===== src/rtl/ps2_scan_receiver_pkg.sv =====
// Shared types and constants for the PS/2 scan-code receiver and its event FIFO.
package ps2_scan_receiver_pkg;

  typedef enum logic [1:0] {
    StIdle,
    StData,
    StParity,
    StStop
  } ps2_state_e;

  localparam logic [7:0]  PrefixExt  = 8'hE0;
  localparam logic [7:0]  PrefixBrk  = 8'hF0;
  localparam int unsigned EventWidth = 10;
  localparam logic [7:0]  LedReset   = 8'h01;

  // Odd parity: data bits plus parity bit must hold an odd number of ones.
  function automatic logic odd_parity_ok(input logic [7:0] data, input logic par);
    return ^{data, par};
  endfunction

endpackage


===== src/rtl/ps2_event_fifo.sv =====
// Small synchronous FIFO for decoded key events; drops pushes when full and flags it stickily.
module ps2_event_fifo #(
  parameter int unsigned Width = 10,
  parameter int unsigned Depth = 4
) (
  input  logic             clk,
  input  logic             rstN,
  input  logic             push_i,
  input  logic [Width-1:0] push_data_i,
  input  logic             pop_i,
  output logic             valid_o,
  output logic [Width-1:0] data_o,
  output logic             overflow_o
);

  localparam int unsigned PtrW = $clog2(Depth);

  logic [Width-1:0] mem_q [Depth];
  logic [PtrW-1:0]  wptr_q, rptr_q;
  logic [PtrW:0]    count_q;
  logic             overflow_q;
  logic             full, do_push, do_pop;

  assign full    = (count_q == (PtrW + 1)'(Depth));
  assign valid_o = (count_q != '0);
  assign do_pop  = valid_o && pop_i;
  // A full FIFO still accepts a push when the head leaves in the same cycle.
  assign do_push = push_i && (!full || do_pop);

  always_ff @(posedge clk or negedge rstN) begin
    if (!rstN) begin
      for (int i = 0; i < Depth; i++) mem_q[i] <= '0;
      wptr_q     <= '0;
      rptr_q     <= '0;
      count_q    <= '0;
      overflow_q <= 1'b0;
    end else begin
      if (do_push) begin
        mem_q[wptr_q] <= push_data_i;
        wptr_q        <= wptr_q + 1'b1;
      end
      if (do_pop) rptr_q <= rptr_q + 1'b1;
      if (push_i && !do_push) overflow_q <= 1'b1;
      count_q <= count_q + (PtrW + 1)'(do_push) - (PtrW + 1)'(do_pop);
    end
  end

  assign data_o     = mem_q[rptr_q];
  assign overflow_o = overflow_q;

endmodule


===== src/rtl/ps2_scan_receiver.sv =====
// PS/2 keyboard receiver: synchronise and filter the lines, deframe bytes, fold E0/F0 prefixes
// into key events and queue them for a consumer.
module ps2_scan_receiver
  import ps2_scan_receiver_pkg::*;
#(
  parameter int unsigned FILTER_LEN   = 4,
  parameter int unsigned TIMEOUT_CYC  = 50000,
  parameter int unsigned FIFO_DEPTH   = 4,
  parameter bit          REPORT_BREAK = 1'b1
) (
  input  logic       clk,
  input  logic       rstN,
  input  logic       PS2KeyboardClk,
  input  logic       PS2KeyboardData,
  output logic       eventValid,
  input  logic       eventReady,
  output logic [7:0] eventCode,
  output logic       eventBreak,
  output logic       eventExtended,
  output logic       parityErr,
  output logic       frameErr,
  output logic       overflow,
  output logic [7:0] led
);

  localparam int unsigned WdW = $clog2(TIMEOUT_CYC + 1);

  logic [1:0]            clk_sync_q, data_sync_q;
  logic [FILTER_LEN-1:0] clk_hist_q, data_hist_q;
  logic                  clk_filt_q, data_filt_q, clk_prev_q;
  logic                  strobe;

  always_ff @(posedge clk or negedge rstN) begin
    if (!rstN) begin
      clk_sync_q  <= 2'b11;
      data_sync_q <= 2'b11;
      clk_hist_q  <= '1;
      data_hist_q <= '1;
      clk_filt_q  <= 1'b1;
      data_filt_q <= 1'b1;
      clk_prev_q  <= 1'b1;
    end else begin
      clk_sync_q  <= {clk_sync_q[0], PS2KeyboardClk};
      data_sync_q <= {data_sync_q[0], PS2KeyboardData};
      clk_hist_q  <= {clk_hist_q[FILTER_LEN-2:0], clk_sync_q[1]};
      data_hist_q <= {data_hist_q[FILTER_LEN-2:0], data_sync_q[1]};
      // A level only changes once the whole sample history agrees.
      if (&clk_hist_q) clk_filt_q <= 1'b1;
      else if (~|clk_hist_q) clk_filt_q <= 1'b0;
      if (&data_hist_q) data_filt_q <= 1'b1;
      else if (~|data_hist_q) data_filt_q <= 1'b0;
      clk_prev_q <= clk_filt_q;
    end
  end

  assign strobe = clk_prev_q && !clk_filt_q;

  ps2_state_e            state_q, state_d;
  logic [2:0]            bit_cnt_q, bit_cnt_d;
  logic [7:0]            shift_q, shift_d, led_q, led_d;
  logic                  parity_q, parity_d, ext_q, ext_d, brk_q, brk_d;
  logic                  perr_q, perr_d, ferr_q, ferr_d, push_q, push_d;
  logic [EventWidth-1:0] push_data_q, push_data_d;
  logic [WdW-1:0]        wd_q, wd_d;

  always_ff @(posedge clk or negedge rstN) begin
    if (!rstN) begin
      state_q     <= StIdle;
      bit_cnt_q   <= '0;
      shift_q     <= '0;
      parity_q    <= 1'b0;
      ext_q       <= 1'b0;
      brk_q       <= 1'b0;
      perr_q      <= 1'b0;
      ferr_q      <= 1'b0;
      push_q      <= 1'b0;
      push_data_q <= '0;
      led_q       <= LedReset;
      wd_q        <= '0;
    end else begin
      state_q     <= state_d;
      bit_cnt_q   <= bit_cnt_d;
      shift_q     <= shift_d;
      parity_q    <= parity_d;
      ext_q       <= ext_d;
      brk_q       <= brk_d;
      perr_q      <= perr_d;
      ferr_q      <= ferr_d;
      push_q      <= push_d;
      push_data_q <= push_data_d;
      led_q       <= led_d;
      wd_q        <= wd_d;
    end
  end

  always_comb begin
    state_d     = state_q;
    bit_cnt_d   = bit_cnt_q;
    shift_d     = shift_q;
    parity_d    = parity_q;
    ext_d       = ext_q;
    brk_d       = brk_q;
    perr_d      = 1'b0;
    ferr_d      = 1'b0;
    push_d      = 1'b0;
    push_data_d = push_data_q;
    led_d       = led_q;
    wd_d        = (state_q == StIdle || strobe) ? '0 : wd_q + 1'b1;

    unique case (state_q)
      StIdle: begin
        if (strobe) begin
          if (!data_filt_q) begin
            state_d   = StData;
            bit_cnt_d = '0;
          end else begin
            ferr_d = 1'b1;
          end
        end
      end
      StData: begin
        if (strobe) begin
          shift_d   = {data_filt_q, shift_q[7:1]};
          bit_cnt_d = bit_cnt_q + 1'b1;
          if (bit_cnt_q == 3'd7) state_d = StParity;
        end
      end
      StParity: begin
        if (strobe) begin
          parity_d = data_filt_q;
          state_d  = StStop;
        end
      end
      StStop: begin
        if (strobe) begin
          state_d = StIdle;
          if (!data_filt_q || !odd_parity_ok(shift_q, parity_q)) begin
            ferr_d = !data_filt_q;
            perr_d = data_filt_q;
            ext_d  = 1'b0;
            brk_d  = 1'b0;
          end else if (shift_q == PrefixExt) begin
            ext_d = 1'b1;
          end else if (shift_q == PrefixBrk) begin
            brk_d = 1'b1;
          end else begin
            ext_d = 1'b0;
            brk_d = 1'b0;
            if (!brk_q || REPORT_BREAK) begin
              push_d      = 1'b1;
              push_data_d = {ext_q, brk_q, shift_q};
            end
            if (!brk_q) led_d = shift_q;
          end
        end
      end
      default: state_d = StIdle;
    endcase

    if (state_q != StIdle && !strobe && wd_q == WdW'(TIMEOUT_CYC - 1)) begin
      state_d   = StIdle;
      ferr_d    = 1'b1;
      bit_cnt_d = '0;
      ext_d     = 1'b0;
      brk_d     = 1'b0;
    end
  end

  logic [EventWidth-1:0] head;

  ps2_event_fifo #(
    .Width(EventWidth),
    .Depth(FIFO_DEPTH)
  ) u_fifo (
    .clk        (clk),
    .rstN       (rstN),
    .push_i     (push_q),
    .push_data_i(push_data_q),
    .pop_i      (eventReady),
    .valid_o    (eventValid),
    .data_o     (head),
    .overflow_o (overflow)
  );

  assign eventExtended = head[9];
  assign eventBreak    = head[8];
  assign eventCode     = head[7:0];
  assign parityErr     = perr_q;
  assign frameErr      = ferr_q;
  assign led           = led_q;

endmodule


===== config.mk =====
export PLATFORM = sky130hd
export DESIGN_NAME = ps2_scan_receiver
export DESIGN_NICKNAME = d
export VERILOG_FILES = /design/src/rtl/ps2_scan_receiver_pkg.sv /design/src/rtl/ps2_event_fifo.sv /design/src/rtl/ps2_scan_receiver.sv
export SDC_FILE = /design/constraint.sdc
export NUM_CORES = 1
export LEC_CHECK = 0
export ABC_AREA = 1
export BUFFER_PORTS_ARGS = -buffer_cell sky130_fd_sc_hd__buf_4
export CAP_MARGIN = 20
export CORE_ASPECT_RATIO = 2
export CORE_MARGIN = 10
export CORE_UTILIZATION = 55
export DETAILED_ROUTE_END_ITERATION = 8
export GPL_ROUTABILITY_DRIVEN = 0
export PLACE_DENSITY_LB_ADDON = 0.05
export SLEW_MARGIN = 10
export SYNTH_ARGS = -nofsm -noshare
export SYNTH_HDL_FRONTEND = slang
export SYNTH_SLANG_ARGS = --single-unit

===== constraint.sdc =====
create_clock -name clk -period 1.7 [get_ports clk]
set_input_delay 0.17 -clock clk [delete_from_list [all_inputs] [get_ports clk]]
set_output_delay 0.17 -clock clk [all_outputs]
set_load 0.02 [all_outputs]

# [After elaboration in Yosys (flattened, before gate mapping)]
# Index checks and enable logic that the tools add are counted.
[totals] ff_bits=116 in_bits=5 out_inout_bits=22 word_cells=145
[op_classes] addsub=6 order_cmp=3 n_eq_ne=18 muxes=50 bitwise=6 reduce_logical=35
[op_table] op="bitwise mux 40 bit" n=1
[op_table] op="two-way mux 10 bit" n=3
[op_table] op="two-way mux 1 bit" n=29
[op_table] op="binary-select mux 10 bit (select 2 bit)" n=1
[op_table] op="demux 10 bit (select 2 bit)" n=1
[op_table] op="adder 16 x 1 -> 16 bit, second input constant" n=1
[op_table] op="equality test 16 bit, second input constant" n=1
[op_table] op="equality test 8 bit, second input constant" n=2
[op_table] op="two-way mux 16 bit" n=1
[op_table] op="two-way mux 2 bit" n=7
[op_table] op="two-way mux 3 bit" n=4
[op_table] op="!= test 3 bit, second input constant" n=4
[op_table] op="AND reduction 4 bit" n=3
[op_table] op="AND reduction 6 bit" n=2
[op_table] op="!= test 3 x 2 -> 1 bit, second input constant" n=3
[op_table] op="XOR reduction 9 bit" n=1
[op_table] op="one-hot mux 2 bit (4 select lines)" n=1
[op_table] op="OR reduction 4 bit" n=2
[op_table] op="logical AND 1 bit" n=7
[op_table] op="equality test 3 bit, second input constant" n=2
[op_table] op=">= comparator 3 bit, second input constant" n=2
[op_table] op="zero test 1 bit" n=6
[op_table] op="NOT 2 -> 3 bit" n=2
[op_table] op="one-hot mux 3 bit (2 select lines)" n=1
[op_table] op="other kinds (18)" n=31

# [Logic depth before layout (Yosys ltp)]
[depth] depth_word=7 mapped_depth=14 depth_no_buf=13

# [Hierarchy]
# From an unflattened synthesis, not the netlist that was laid out.
[unflattened] cells_unflattened=649 hier_area_um2=5591.6
[modules_own_cells] mod="ps2_scan_receiver" instances=1 cells_per_inst=373 area_each_um2=3155.5 seq_area_each_um2=1721.7
[modules_own_cells] mod="ps2_event_fifo" instances=1 cells_per_inst=276 area_each_um2=2436.1 seq_area_each_um2=1201.2

# [Worst setup path after synthesis]
# OpenSTA, ideal clock, no wires.
[synth_timing] path_kind="register to register" startpoint="register u_fifo.count_q[1]" endpoint="register u_fifo.count_q[2]" setup_time_ps=129 arrival_ps=1681 t_required_ps=1571 slack_ps=-110 path_stages_with_launch=8 path_buffers=0 period_less_slack_ps=1810 cell_sequence="dfrtp_1 -> nor2_1 -> nand3_1 -> nand2_1 -> inv_1 -> ha_1 -> fa_1 -> xor2_1"
[synth_between] elab_chain_len=6 elab_cells_between_ends=8 cone_classes="add/sub (2); eq/ne (1); reduce/logical (5)"
[synth_lines] element="start, declared" line_no="ps2_event_fifo.sv:20" source="logic [PtrW:0] count_q;"
[synth_lines] element="start signal, assigned" line_no="ps2_event_fifo.sv:44" source="count_q <= count_q + (PtrW + 1)'(do_push) - (PtrW + 1)'(do_pop);"
[synth_lines] element="equality test 3 bit / nonzero test 3 bit (equally long branches)" line_no="ps2_event_fifo.sv:24, ps2_event_fifo.sv:25"
[synth_lines] element="zero test 1 bit / logical AND 1 bit (equally long branches)" line_no="ps2_event_fifo.sv:28, ps2_event_fifo.sv:26"
[synth_lines] element="logical OR 1 bit *" line_no="ps2_event_fifo.sv:28" source="assign do_push = push_i && (!full || do_pop);"
[synth_lines] element="logical AND 1 bit *" line_no="ps2_event_fifo.sv:28"
[synth_lines] element="net u_fifo.do_push" line_no="ps2_event_fifo.sv:22" source="logic full, do_push, do_pop;"
[synth_lines] element="adder 3 x 1 -> 3 bit *" line_no="ps2_event_fifo.sv:44"
[synth_lines] element="subtractor 3 x 1 -> 3 bit *" line_no="ps2_event_fifo.sv:44"
# Mark *: on every way through the listed nets, which the timed path passes. The rest lies on a longest branch.
# A chain may end at the register's enable or synchronous reset.

# [Worst setup path after layout]
[layout_timing] startpoint="register shift_q[6]" endpoint="register push_data_q[4]"
[layout_between] elab_chain_len=5 elab_cells_between_ends=9 cone_classes="eq/ne (2); bitwise (3); reduce/logical (4)"
[layout_lines] element="start, declared" line_no="ps2_scan_receiver.sv:60" source="logic [7:0] shift_q, shift_d, led_q, led_d;"
[layout_lines] element="start signal, assigned" line_no="ps2_scan_receiver.sv:83" source="shift_q <= shift_d;"
[layout_lines] element="XOR reduction 9 bit" line_no="ps2_scan_receiver_pkg.sv:18" source="return ^{data, par};"
[layout_lines] element="zero test 1 bit" line_no="ps2_scan_receiver.sv:137" source="if (!data_filt_q || !odd_parity_ok(shift_q, parity_q)) begin"
[layout_lines] element="logical OR 1 bit" line_no="ps2_scan_receiver.sv:137"
[layout_lines] element="NOT 1 bit (no source line)"
[layout_lines] element="AND reduction 5 bit (no source line) *"
[layout_lines] element="end signal, assigned" line_no="ps2_scan_receiver.sv:90" source="push_data_q <= push_data_d;"
[layout_lines] element="end, declared" line_no="ps2_scan_receiver.sv:63" source="logic [EventWidth-1:0] push_data_q, push_data_d;"
# Mark *: on every way between the ends. The rest lies on a longest branch, timed or not.

==> flow_summary.yaml <==
timing:
  final_max_slew_viol_count: 0
  fin_crit_sh_pct: 109.8
  min_period_ns: 1.867
  rsz0062_at_grt: "yes"
  finalWorstSetupSlack_ns: -0.1666
  timing.final.hold_violations: 0
  slew_headroom_pct: 71.46
  clock.fmax_mhz: 535.7
  finClkSkew_ns: 0.009579
  finalHoldWorstSlack_ns: 0.1065
  finalSetupViolCount: 27
  worst_pin_slew_ns: 0.4277
run_status:
  status: "finished with violations"
  violations: "negative setup slack"
clocking:
  cts_tree: "done"
  clockBufferDepth: 2
  cts_buffers: 17
  clock_latency_ns: 0.41
  clockRootBuffer: "clkbuf_16"
  cts_sinks: 116
  h-tree-depth: 4
  path_clk_slew_ns: 0.06
synth:
  netlist_instances: 542
  syn_nets: 562
  synth_edf_count: 0
  yosys.area.top_type_share_pct: 46.39
  yosys_warnings: 0
  ys_top_cells_by_area: "dfrtp_1 (46%), mux2_2 (8.4%), dfstp_2 (7.8%), nand2_1 (5.6%), o21ai_0 (4.4%)"
  synthFlopType: "dfrtp_1"
  yosysSeqAreaShare_pct: 54.19
  synthArstFlopShare_pct: 100.0
  syn_avg_cell_area_um2: 9.952
  ys_top_cells_by_count: "dfrtp_1 (100), nand2_1 (81), nor2_1 (61)"
  yosysMostFrequentCell: "dfrtp_1"
  yosys.area.top_type: "dfrtp_1"
  ys_ff_latch: 116
  syn_area_um2: 5394
  ys_types: 35
setup_path:
  r2r_cells: 13
  cp-end-kind: "flop"
  rrSetupSlack_ns: -0.17
  crit_slowest_cell: "dfrtp_2"
  cp_cell_sequence: "nand2_2, inv_2, nor2_4, nand2_1, nand2_2, nand2_4, nand3_4, nand3_4, nor2_4, buf_6, buf_12, nor2_2, a21oi_2"
  cp_max_fo: 7
  crit_required_ns: 2.03
  slowest_delay_ns: 0.44
  start_kind: "flop"
  timing.rr.end: "push_data_q[4]"
  r2r_start: "shift_q[6]"
  arrival_ns: 2.20
  critical_path_class: "reg -> reg"
route:
  met1Wirelength_um: 4750
  drc: 0
  route.met3.wl_um: 363
  drtAntennaViolNets: 0
  drtIter0Drc: 196
  highest_layer: "met4"
  drt_wl_total_um: 14150
  wl_per_cell_um: 17.62
  dr.pass1.iters: 4
  via_per_inst: 5.379
  via_count: 4319
  met2_length_um: 8546
power:
  ir_worst_vdd_mv: 1.012
  power.density_nw_per_um2: 1651
  leakagePower_uw: 0.003530
grt:
  grt_max_degree: 63
  grt_remaining_overflow: 0
  grt_pass1_wl_um: 21140
  antenna_found_initial: 0
  gr-usage-all-layers_pct: 18.02
  grt_pass1_vias: 4403
die:
  initial_core_util_pct: 55.98
  rows: 51
  coreArea_um2: 9635
  fp.dieArea_um2: 14410
  die_x_um: 90.03
  die_h_um: 160.1
  pin_count: 27
min_path:
  min_to: "u_fifo.overflow_o"
  hp-start: "eventReady"
  hold_class: "in -> reg"
  hold_path_depth: 4
run:
  cap_violations: 0
final_layout:
  multi_input_area_um2: 2653
  fin_nets: 679
  fillCellCount: 582
  diodes: 0
  syn_to_final_growth_pct: 41.94
  final_cells: 803
  drive_above_1_share_pct: 48.73
  regArea_um2: 2932
  utilization_pct: 79.46
place:
  dp_slack_ns: -0.1473
  hpwl_um: 8314
  io_buffers: 26
  dp_cells: 739
## power by group
part,total [uW],leakage [uW],internal [uW],switching [uW]
combinational,5210,0.00171,2360,2850
clock,3760,0.000306,2550,1210
sequential,3660,0.00152,3190,468
## flip-flops by register name, summed over array words and instances (netlist names), 3 cells and up
register and flops:
data_hist_q 4, shift_q 8, clk_hist_q 4, bit_cnt_q 3, push_data_q 10, u_fifo.mem_q 40, wd_q 16, u_fifo.count_q 3
led 8
## stage by stage
step | total power, uW | setup TNS, ns | area [um2]
final | 12640 | -2.469 | 7656
after global routing | 13320 | -4.964 | 7656
after CTS | 11540 | -0.8257 | 7047
after detailed placement | 7277 | -2.156 | 6131
after global placement | 7124 | -0.6186 | 6131
after floorplan | 5903 | 0 | 5405
## worst max-delay path, delay by kind of cell, from the launching register on
kind	cells	cell delay (ns)
and+or+nand+nor	9	0.90
DFF	1	0.44
buffers and inverters	3	0.33
AOI/OAI and AO/OA	1	0.11
## logic make-up after synthesis
group	synth area share (%)
DFF	54.19
AOI/OAI and AO/OA	10.21
xor gates and xnor gates	0.9742
muxes	8.351
adders and majority gates	3.619
and+or+nand+nor	16.86
buffers and inverters	5.799
## worst max-delay path by stage
stage	startpoint	endpoint	cells past startpoint
after detailed placement	shift_q[6]	led[3]	12
after floorplan	u_fifo.count_q[1]	u_fifo.count_q[2]	7
after CTS	shift_q[6]	led[1]	12
final	shift_q[6]	push_data_q[4]	13
after global placement	shift_q[6]	led[2]	12
after global routing	shift_q[5]	push_data_q[4]	13
## layout make-up
class	instances	share of cell area, %
Multi-Input combinational cell	353	34.65
Timing Repair Buffer	106	13.38
Clock buffer	22	6.194
Inverter	64	3.252
Tap cell	132	2.157
Clock inverter	9	1.977
Timing Repair inverter	1	0.09806
Sequential cell	116	38.29
## layer usage
metal  global-route usage, %  up-vias
met5                       0        -
met4                   6.623        0
met3                   4.460       36
met2                   35.56       83
met1                   17.04     2166
li1                        -     2034
## repair_timing
item	in CTS	in global routing
pin swaps	16	37
hold buffers	3	0
gates cloned	3	5
endpoints found under the hold margin	52	0
setup endpoints to repair	49	65
resized for setup	47	120
buffers inserted	7	16
## layout by cell type (no fill, tap or decap), types with 4 or more instances in the layout
cell	count
bufinv_16	4
nand2_2	17
mux2_2	35
nor2_2	15
nand3_1	5
nand3_2	6
nand4_1	9
ha_1	10
nor2_1	34
inv_2	13
nand2_4	8
nand3_4	4
o21ai_2	18
buf_4	81
nor4_1	4
mux2_4	5
inv_1	48
xor2_1	4
nor2_4	18
o21ai_0	25
a21oi_2	10
buf_6	9
buf_12	7
o22ai_1	8
dfrtp_1	93
nand2_1	67
dfstp_2	16
a21oi_1	12
dfrtp_2	7
o21ai_1	10
clkbuf_16	20
Note: power is estimated with default switching activity, not from simulation.
